**config.mk**
```make
export PLATFORM = sky130hd
export DESIGN_NAME = multicycle_control_fsm_flat
export DESIGN_NICKNAME = d
export VERILOG_FILES = /design/src/rtl/multicycle_control_fsm_pkg.sv /design/src/rtl/multicycle_control_fsm_if.sv /design/src/rtl/multicycle_control_fsm_mem_wait_timer.sv /design/src/rtl/multicycle_control_fsm.sv /design/src/flat_wrapper.sv
export SDC_FILE = /design/constraint.sdc
export NUM_CORES = 1
export LEC_CHECK = 0
export ABC_AREA = 1
export BUFFER_PORTS_ARGS = -buffer_cell sky130_fd_sc_hd__buf_2
export CORE_UTILIZATION = 43
export CTS_CLUSTER_DIAMETER = 100
export DETAILED_ROUTE_END_ITERATION = 8
export PLACE_DENSITY_LB_ADDON = 0.1
export SLEW_MARGIN = 5
export SYNTH_ARGS = -nofsm -noshare
export SYNTH_HDL_FRONTEND = slang
export SYNTH_SLANG_ARGS = --single-unit
```
**constraint.sdc**
```tcl
create_clock -name clk -period 3.54 [get_ports clk]
set_input_delay 0.177 -clock clk [delete_from_list [all_inputs] [get_ports clk]]
set_output_delay 0.177 -clock clk [all_outputs]
set_load 0.05 [all_outputs]
```
**src/rtl/multicycle_control_fsm_pkg.sv**
```systemverilog
// multicycle_control_fsm_pkg: state, opcode and datapath-select encodings shared by the multi-cycle control slice
package multicycle_pkg;

    typedef enum logic [2:0] {
        S_IF   = 3'd0,
        S_ID   = 3'd1,
        S_EX   = 3'd2,
        S_MEM  = 3'd3,
        S_WB   = 3'd4,
        S_HALT = 3'd5,
        S_ERR  = 3'd6
    } state_t;

    localparam logic [6:0] OP_R      = 7'b0110011;
    localparam logic [6:0] OP_I      = 7'b0010011;
    localparam logic [6:0] OP_LOAD   = 7'b0000011;
    localparam logic [6:0] OP_STORE  = 7'b0100011;
    localparam logic [6:0] OP_BRANCH = 7'b1100011;
    localparam logic [6:0] OP_JAL    = 7'b1101111;
    localparam logic [6:0] OP_JALR   = 7'b1100111;

    localparam logic [1:0] SRC_B_RS2  = 2'd0;
    localparam logic [1:0] SRC_B_IMM  = 2'd1;
    localparam logic [1:0] SRC_B_FOUR = 2'd2;

    localparam logic [1:0] PC_PLUS4     = 2'd0;
    localparam logic [1:0] PC_ALU       = 2'd1;
    localparam logic [1:0] PC_ALU_ALIGN = 2'd2;

    localparam logic [1:0] ALU_ADD   = 2'd0;
    localparam logic [1:0] ALU_SUB   = 2'd1;
    localparam logic [1:0] ALU_FUNCT = 2'd2;

    function automatic logic is_legal(input logic [6:0] op);
        return op inside {OP_R, OP_I, OP_LOAD, OP_STORE, OP_BRANCH, OP_JAL, OP_JALR};
    endfunction

endpackage

```
**src/rtl/multicycle_control_fsm_if.sv**
```systemverilog
// multicycle_control_fsm_if: request/ready handshake between the control FSM and the shared memory
interface multicycle_control_fsm_if;
    logic mem_read;
    logic mem_write;
    logic i_or_d;
    logic mem_ready;
    modport master (output mem_read, mem_write, i_or_d, input mem_ready);
    modport slave (input mem_read, mem_write, i_or_d, output mem_ready);
endinterface

```
**src/rtl/multicycle_control_fsm_mem_wait_timer.sv**
```systemverilog
// mem_wait_timer: counts stalled memory-wait cycles and flags the cycle on which the wait limit expires
module mem_wait_timer #(
    parameter int TIMEOUT_CYCLES = 16
) (
    input  logic clk,
    input  logic reset,
    input  logic active,
    input  logic ready,
    output logic expire
);
    localparam int W = TIMEOUT_CYCLES > 1 ? $clog2(TIMEOUT_CYCLES) : 1;
    localparam logic [W-1:0] LIM = W'(TIMEOUT_CYCLES == 0 ? 0 : TIMEOUT_CYCLES - 1);
    logic [W-1:0] cnt;
    // count while a request is outstanding and unanswered; any other cycle restarts the count
    always_ff @(posedge clk or negedge reset) begin
        if (!reset) cnt <= '0;
        else cnt <= (active && !ready) ? cnt + W'(1) : '0;
    end
    assign expire = (TIMEOUT_CYCLES != 0) && active && !ready && (cnt == LIM);
endmodule

```
**src/rtl/multicycle_control_fsm.sv**
```systemverilog
// multicycle_control_fsm: IF/ID/EX/MEM/WB sequencer for the multi-cycle RV32I core; CSED_MC_PERF_CNT_EN adds perf counters
module multicycle_control_fsm
    import multicycle_pkg::*;
#(
    parameter int TIMEOUT_CYCLES = 16
`ifdef CSED_MC_PERF_CNT_EN
    , parameter int CNT_W = 32
`endif
) (
    input  logic       clk,
    input  logic       reset,
    input  logic [6:0] opcode,
    input  logic       is_ecall_inst,
    input  logic       alu_bcond,
    multicycle_control_fsm_if.master mem,
    output logic       ir_write,
    output logic       reg_write,
    output logic       mem_to_reg,
    output logic       pc_to_reg,
    output logic       alu_src_a,
    output logic [1:0] alu_src_b,
    output logic [1:0] alu_mode,
    output logic       pc_write,
    output logic [1:0] pc_source,
    output logic [2:0] state_out,
    output logic       mem_timeout,
`ifdef CSED_MC_PERF_CNT_EN
    output logic [CNT_W-1:0] cycle_cnt,
    output logic [CNT_W-1:0] retired_cnt,
`endif
    output logic       is_halted
);
    state_t state, next;
    logic expire;

    mem_wait_timer #(.TIMEOUT_CYCLES(TIMEOUT_CYCLES)) u_timer (
        .clk(clk),
        .reset(reset),
        .active(state == S_IF || state == S_MEM),
        .ready(mem.mem_ready),
        .expire(expire)
    );

    // state register and sticky timeout flag
    always_ff @(posedge clk or negedge reset) begin
        if (!reset) begin
            state <= S_IF;
            mem_timeout <= 1'b0;
        end else begin
            state <= next;
            if (expire) mem_timeout <= 1'b1;
        end
    end

    // next state and Moore decode; strobes are masked while reset is held low
    always_comb begin
        next = state;
        mem.mem_read = 1'b0;
        mem.mem_write = 1'b0;
        mem.i_or_d = 1'b0;
        ir_write = 1'b0;
        reg_write = 1'b0;
        mem_to_reg = 1'b0;
        pc_to_reg = 1'b0;
        alu_src_a = 1'b0;
        alu_src_b = SRC_B_RS2;
        alu_mode = ALU_ADD;
        pc_write = 1'b0;
        pc_source = PC_PLUS4;
        case (state)
            S_IF: begin
                mem.mem_read = 1'b1;
                ir_write = mem.mem_ready;
                next = expire ? S_ERR : mem.mem_ready ? S_ID : S_IF;
            end
            S_ID: begin
                alu_src_b = SRC_B_IMM;
                next = is_ecall_inst ? S_HALT : is_legal(opcode) ? S_EX : S_ERR;
            end
            S_EX: begin
                case (opcode)
                    OP_R: begin
                        alu_src_a = 1'b1;
                        alu_mode = ALU_FUNCT;
                        next = S_WB;
                    end
                    OP_I: begin
                        alu_src_a = 1'b1;
                        alu_src_b = SRC_B_IMM;
                        alu_mode = ALU_FUNCT;
                        next = S_WB;
                    end
                    OP_LOAD, OP_STORE: begin
                        alu_src_a = 1'b1;
                        alu_src_b = SRC_B_IMM;
                        next = S_MEM;
                    end
                    OP_BRANCH: begin
                        alu_src_a = 1'b1;
                        alu_mode = ALU_SUB;
                        pc_write = 1'b1;
                        pc_source = alu_bcond ? PC_ALU : PC_PLUS4;
                        next = S_IF;
                    end
                    OP_JAL: begin
                        alu_src_b = SRC_B_IMM;
                        next = S_WB;
                    end
                    OP_JALR: begin
                        alu_src_a = 1'b1;
                        alu_src_b = SRC_B_IMM;
                        next = S_WB;
                    end
                    default: next = S_ERR;
                endcase
            end
            S_MEM: begin
                mem.i_or_d = 1'b1;
                mem.mem_read = opcode == OP_LOAD;
                mem.mem_write = opcode == OP_STORE;
                pc_write = opcode == OP_STORE && mem.mem_ready;
                next = expire ? S_ERR : !mem.mem_ready ? S_MEM : opcode == OP_LOAD ? S_WB : S_IF;
            end
            S_WB: begin
                reg_write = 1'b1;
                pc_write = 1'b1;
                mem_to_reg = opcode == OP_LOAD;
                pc_to_reg = opcode == OP_JAL || opcode == OP_JALR;
                pc_source = opcode == OP_JAL ? PC_ALU : opcode == OP_JALR ? PC_ALU_ALIGN : PC_PLUS4;
                next = S_IF;
            end
            default: next = state;
        endcase
        if (!reset) begin
            mem.mem_read = 1'b0;
            mem.mem_write = 1'b0;
            ir_write = 1'b0;
            reg_write = 1'b0;
            pc_write = 1'b0;
        end
    end

    assign state_out = state;
    assign is_halted = state == S_HALT || state == S_ERR;

`ifdef CSED_MC_PERF_CNT_EN
    // saturating live-cycle and retired-instruction counters
    always_ff @(posedge clk or negedge reset) begin
        if (!reset) begin
            cycle_cnt <= '0;
            retired_cnt <= '0;
        end else begin
            if (!is_halted && !(&cycle_cnt)) cycle_cnt <= cycle_cnt + 1'b1;
            if (pc_write && !(&retired_cnt)) retired_cnt <= retired_cnt + 1'b1;
        end
    end
`endif

endmodule

```
**src/flat_wrapper.sv**
```systemverilog
// flat-port wrapper written by rule: the top's interface ports become plain ports
module multicycle_control_fsm_flat import multicycle_pkg::*;
#(
    parameter int TIMEOUT_CYCLES = 16

)
  (clk, reset, opcode, is_ecall_inst, alu_bcond, ir_write, reg_write, mem_to_reg, pc_to_reg, alu_src_a, alu_src_b, alu_mode, pc_write, pc_source, state_out, mem_timeout, is_halted, mem_mem_read, mem_mem_write, mem_i_or_d, mem_mem_ready);
  multicycle_control_fsm_if mem_i ();
  input  logic clk;
  input  logic reset;
  input  logic [6:0] opcode;
  input  logic is_ecall_inst;
  input  logic alu_bcond;
  output logic ir_write;
  output logic reg_write;
  output logic mem_to_reg;
  output logic pc_to_reg;
  output logic alu_src_a;
  output logic [1:0] alu_src_b;
  output logic [1:0] alu_mode;
  output logic pc_write;
  output logic [1:0] pc_source;
  output logic [2:0] state_out;
  output logic mem_timeout;
  output logic is_halted;
  output wire logic [$bits(mem_i.mem_read)-1:0] mem_mem_read;
  output wire logic [$bits(mem_i.mem_write)-1:0] mem_mem_write;
  output wire logic [$bits(mem_i.i_or_d)-1:0] mem_i_or_d;
  input wire logic [$bits(mem_i.mem_ready)-1:0] mem_mem_ready;
  assign mem_mem_read = mem_i.mem_read;
  assign mem_mem_write = mem_i.mem_write;
  assign mem_i_or_d = mem_i.i_or_d;
  assign mem_i.mem_ready = mem_mem_ready;
  multicycle_control_fsm #(.TIMEOUT_CYCLES(TIMEOUT_CYCLES)) u_core (.clk(clk), .reset(reset), .opcode(opcode), .is_ecall_inst(is_ecall_inst), .alu_bcond(alu_bcond), .mem(mem_i), .ir_write(ir_write), .reg_write(reg_write), .mem_to_reg(mem_to_reg), .pc_to_reg(pc_to_reg), .alu_src_a(alu_src_a), .alu_src_b(alu_src_b), .alu_mode(alu_mode), .pc_write(pc_write), .pc_source(pc_source), .state_out(state_out), .mem_timeout(mem_timeout), .is_halted(is_halted));
endmodule
```
==> results of run 1 <==
-- logic make-up (layout without fill, tap and decap cells) --
kind of cell             count (synthesis)  after routing
flip-flops                               8              8
AND/OR/NAND/NOR                         76             76
buffers and inverters                   24             57
AO/OA/AOI/OAI                           12             12
adder cells (fa/ha/maj)                  1              1
other                                    1              1
XOR/XNOR                                 1              1
-- power by group through the flow --
stage / combinational (uW) / sequential (uW) / clock, uW
4_1_cts: 26.1 / 91.5 / 71.5
5_1_grt: 29.0 / 91.4 / 78.4
3_5_place_dp: 25.2 / 93.1 / 0
2_1_floorplan: 13.8 / 93.1 / 0
6_report: 26.0 / 91.5 / 71.4
3_3_place_gp: 24.6 / 93.1 / 0
-- Yosys cell counts, drive strengths merged (2+ instances only) --
library cell,n
nand4,5
o22ai,2
nand3,8
dfrtp,8
nor3,3
nor2,27
a21oi,4
inv,23
o21ai,4
nand2,32
-- routing by layer --
metal | part of all wire, % | wire length, um
met5 | 0 | 0
met4 | 0.50 | 9
met3 | 5.0 | 90
met2 | 49 | 874
met1 | 45 | 813
-- registers in the layout, summed over array words and instances, names as in the netlist --
signal / cells
u_core.u_timer.cnt: 4
u_core.mem_timeout: 1
u_core.state_out: 3
-- metrics by stage --
stage,area [sq um],hold WS (ns),std cells
finish,955,0.265,172
floorplan,759,-0.119,123
global route,955,0.307,172
detailed placement,922,0.0460,168
CTS,955,0.259,172
global placement,922,0.0451,168
-- placed cells by master, fill, tap and decap left out, types with 2 or more instances in the layout --
cell	n
inv_2	6
inv_1	17
buf_2	30
clkbuf_4	3
nor2_2	3
nor2_1	23
a21oi_1	4
dfrtp_1	8
o22ai_1	2
nand3_1	5
nand2_1	27
nor3_1	3
nand3_2	3
nand4_1	4
nand2_2	4
o21ai_0	3
-- layout make-up --
class / instances / share of cell area (%)
multi-input cells: 91 / 48.8
clock buffers: 3 / 2.36
repair buffers: 31 / 16.8
well taps: 16 / 2.10
flip-flops and latches: 8 / 21.0
inverters: 23 / 9.04
-- worst max path at each step --
stage	slack (ns)	to	from	cells past startpoint
finish	1.76	mem_mem_read	u_core.state_out[1]	6
global route	1.58	pc_write	u_core.state_out[1]	7
CTS	1.75	pc_write	u_core.state_out[1]	7
detailed placement	2.02	pc_write	u_core.state_out[1]	7
global placement	2.03	pc_write	u_core.state_out[2]	8
floorplan	1.23	pc_to_reg	u_core.state_out[0]	5
-- worst min-delay path: stages --
cell,delay (ns)
buf_2,0.09
nand2_1,0.05
inv_1,0.07
nor2_1,0.04
nand2_1,0.06
-- timing repair --
action / in CTS / in global routing
hold buffers: 1 / 0
hold endpoints to repair: 8 / 0
setup endpoints to repair: 0 / 0
==> qor.yml, run 1 <==
status: "completed"
yosysUniqueCellTypes: 25
grt_use_met1_pct: 25.8
layout.area.seq_sq_um: 200
path_cells: "nor2_1, nand2_2, nand2_4, nand2_1, a21oi_1, buf_2"
p_sw_uw: 50.2
cp_num_buf_inv: 1
fp.coreArea_sq_um: 1580
final.period_utilization_pct: 50.2
synth-simple-area-share_pct: 49.3
synth_edf_count: 0
seqPwrFrac_pct: 48.4
ctsResizeCount: 0
cpPeakStageDelay_ns: 0.46
drt_first_pass_iters: 6
cts_max_level: 1
antenna_left: 0
synthMuxAreaShare_pct: 0
clock-sinks: 8
hold_class: "input pin to flop"
insertedDiodeCount: 0
p_comb_share_pct: 13.7
grt.overflow.total: 0
dp_hpwl_um: 1510
yosysTopAreaCell: "dfrtp_1"
gr-usage-met3_pct: 4.90
clock.fmax_mhz: 563
setup_tns_ns: 0
ir_drop_uv: 126
die_x_um: 44.0
finalNetCount: 171
syn-num-nets: 136
wl_per_cell_um: 10.4
synth_top_family_by_area: "simple AND/OR/NAND/NOR gates"
die_area_sq_um: 1940
layout-drive-gt1-share_pct: 34.0
slowest_stage: "dfrtp_1"
nFillCells: 150
cts_tree: "done"
holdCritStartpoint: "is_ecall_inst"
ys_seq_area_share_pct: 26.4
maxCapViolations: 0
met2_usage_pct: 32.1
ys_seq_elements: 8
wl_um: 1790
synth_xor_area_share_pct: 1.15
vias_per_cell: 5.07
clockPowerShare_pct: 37.8
grt_max_degree: 12
leakage_uw: 0.000571
slew_viol_final: 0
yosys-top-cells-area: "dfrtp_1, nand2_1, nor2_1, inv_1, nand3_2"
drtIter0Drc: 26
synth_fa_ha_area_share_pct: 1.65
rrSetupSlack_ns: 2.19
start_kind: "flop"
synth-async-reset-ratio_pct: 100
required_ns: 3.36
cp_max_fo: 7
root_buffer: "clkbuf_4"
critPathTopFamily: "simple AND/OR/NAND/NOR gates"
timing.rr.start: "u_core.state_out[1]"
grt_pass1_vias: 711
min_delay_path_depth: 5
multi_input_area_sq_um: 465
num_vias: 872
total_power_uw: 189
grt_pass1_wl_um: 2870
fin_worst_skew_ns: 0.00840
rsz0062_at_grt: "no"
crit_type: "flop to output port"
p_int_uw: 139
min_period_ns: 1.78
synthFlopType: "dfrtp_1"
gp_congestion: 0.880
io_buffers: 30
antenna_found_initial: 0
setup_viol: 0
cts_buffers: 3
yosys_warnings: 0
die_h_um: 44.0
fin_util_pct: 60.6
boundaryPins: 32
final.setup.worst_slack_ns: 1.76
power_density_nw_per_um2: 198
finalHoldViolCount: 0
insertion_delay_ns: 0.26
hold_path_end: "u_core.state_out[0]"
syn_inst: 123
fp-row-count: 14
drc: 0
area_delta_synth_final_pct: 25.7
post_cts_buffers: 0
end_kind: "output port"
clk_pin_slew_ns: 0.05
synth_top_area_share_pct: 26.4
cp.arrival_ns: 1.60
cts.path.max_buffers: 2
reg2reg_depth: 6
synth_area_sq_um: 759
reg2reg_to: "u_core.state_out[0]"
synth_compound_area_share_pct: 8.73
grt.busiest_layer: "met2"
grt.total_usage_pct: 20.2
start_util_pct: 48.2
avgSynthCellArea_sq_um: 6.17
switching_share_pct: 26.6
pre_cts_slack_ns: 2.02
No activity file was read; power rests on OpenSTA's default activity.
==> run 2: changes to the inputs <==
clock period = 1.7 ns   (was 3.54 ns; I/O delays follow)
==> qor.yml, run 2 (synthesis results as in run 1) <==
min_delay_path_depth: 5
finalNetCount: 171
min_period_ns: 1.60
cp.arrival_ns: 1.52
cts.path.max_buffers: 2
leakage_uw: 0.000565
status: "completed"
antenna_found_initial: 0
cts_tree: "done"
cts_max_level: 1
clk_pin_slew_ns: 0.06
antenna_left: 0
wl_um: 1830
regMostFlops: "u_core.u_timer.cnt"
setup_viol: 0
clock-sinks: 8
drt_first_pass_iters: 6
timing.rr.start: "u_core.state_out[1]"
final.period_utilization_pct: 94.1
rsz0062_at_grt: "yes"
grt.total_usage_pct: 21.2
fin_worst_skew_ns: 0.00809
dp_hpwl_um: 1440
root_buffer: "clkbuf_4"
boundaryPins: 32
clock.fmax_mhz: 625
cts_buffers: 3
total_power_uw: 406
drtIter0Drc: 11
grt_pass1_wl_um: 3080
required_ns: 1.62
die_h_um: 44.0
num_vias: 876
fp-row-count: 14
whs_ns: 0.154
end_kind: "output port"
rrSetupSlack_ns: 0.45
area_delta_synth_final_pct: 35.3
grt_max_degree: 12
fin_area_sq_um: 1030
finalHoldViolCount: 0
cp_num_buf_inv: 4
largest_register_ffs: 4
cp_max_fo: 7
start_kind: "flop"
holdCritStartpoint: "is_ecall_inst"
hold_class: "input pin to flop"
critPathTopFamily: "buffers and inverters"
maxCapViolations: 0
slowest_stage: "dfrtp_1"
crit_type: "flop to output port"
drc: 0
layout_common_cells: "nand2_1, buf_2, nor2_1, inv_1"
slew_viol_final: 0
start_util_pct: 48.2
insertion_delay_ns: 0.26
path_cells: "inv_4, nand3_4, inv_4, nand4_2, nor2_1, o21ai_1, inv_2, buf_6"
gp_congestion: 0.814
die_x_um: 44.0
reg2reg_to: "u_core.state_out[0]"
die_area_sq_um: 1940
vias_per_cell: 5.06
insertedDiodeCount: 0
grt.overflow.total: 0
wl_per_cell_um: 10.5
fin_util_pct: 65.2
grt_pass1_vias: 756
io_buffers: 30
placed_cell_area_sq_um: 955
layout-drive-gt1-share_pct: 41.4
cpPeakStageDelay_ns: 0.40
hold_path_end: "u_core.state_out[0]"
ir_drop_uv: 382
reg2reg_depth: 6
cp_common_cell: "inv_4"
fp.coreArea_sq_um: 1580
power_density_nw_per_um2: 395
## run 2: cell types whose count changed in the layout (fill, tap and decap cells not counted), sizes merged
cell and delta:
clkbuf +3, buf -2
## run 2: worst max path at each step
stage | startpoint | end | slack [ns] | cells past startpoint
5_1_grt | u_core.state_out[2] | pc_write | -0.04 | 8
3_3_place_gp | u_core.state_out[2] | pc_write | 0.27 | 8
6_report | u_core.state_out[2] | pc_write | 0.1 | 8
2_1_floorplan | u_core.state_out[2] | is_halted | -0.13 | 4
4_1_cts | u_core.state_out[2] | pc_write | 0.03 | 8
3_5_place_dp | u_core.state_out[2] | pc_write | 0.26 | 8
## run 2: tightest hold or removal path, cell delays in order
cell and delay [ns]:
buf_2 0.09, nand2_1 0.05, inv_1 0.06, nor2_1 0.05, nand2_1 0.05
## run 2: power by group
part | internal, uW | total (uW) | switching [uW]
clock network | 90.0 | 159 | 68.8
registers | 190 | 190 | 0
logic | 17.3 | 56.2 | 38.9
## run 2: cell type report
cell class,count,area (sq um)
Fill cell,146,549
Multi-Input combinational cell,91,513
Sequential cell,8,203
Timing Repair Buffer,31,174
Inverter,23,91.3
Clock buffer,4,26.3
Tap cell,16,20.0
## run 2: timing repair
item                                    4_1_cts  5_1_grt
resized for setup                             1       11
endpoints found under the setup margin        1        5
buffers inserted                              0        0
hold buffers                                  1        0
endpoints found under the hold margin         8        0
## run 2: through the flow
| step | setup slack, ns | std cells | setup TNS [ns] |
|---|---|---|---|
| finish | 0.0998 | 173 | 0 |
| global route | -0.0405 | 173 | -0.0416 |
| CTS | 0.0274 | 173 | 0 |
| detailed placement | 0.261 | 168 | 0 |
| global placement | 0.273 | 168 | 0 |
| floorplan | -0.128 | 123 | -0.425 |
## run 2: layer usage
layer  GRT usage, %  wire length, um
met4           3.64                0
met5              0                0
met2           34.4              774
met1           28.4              904
met3           6.53              147
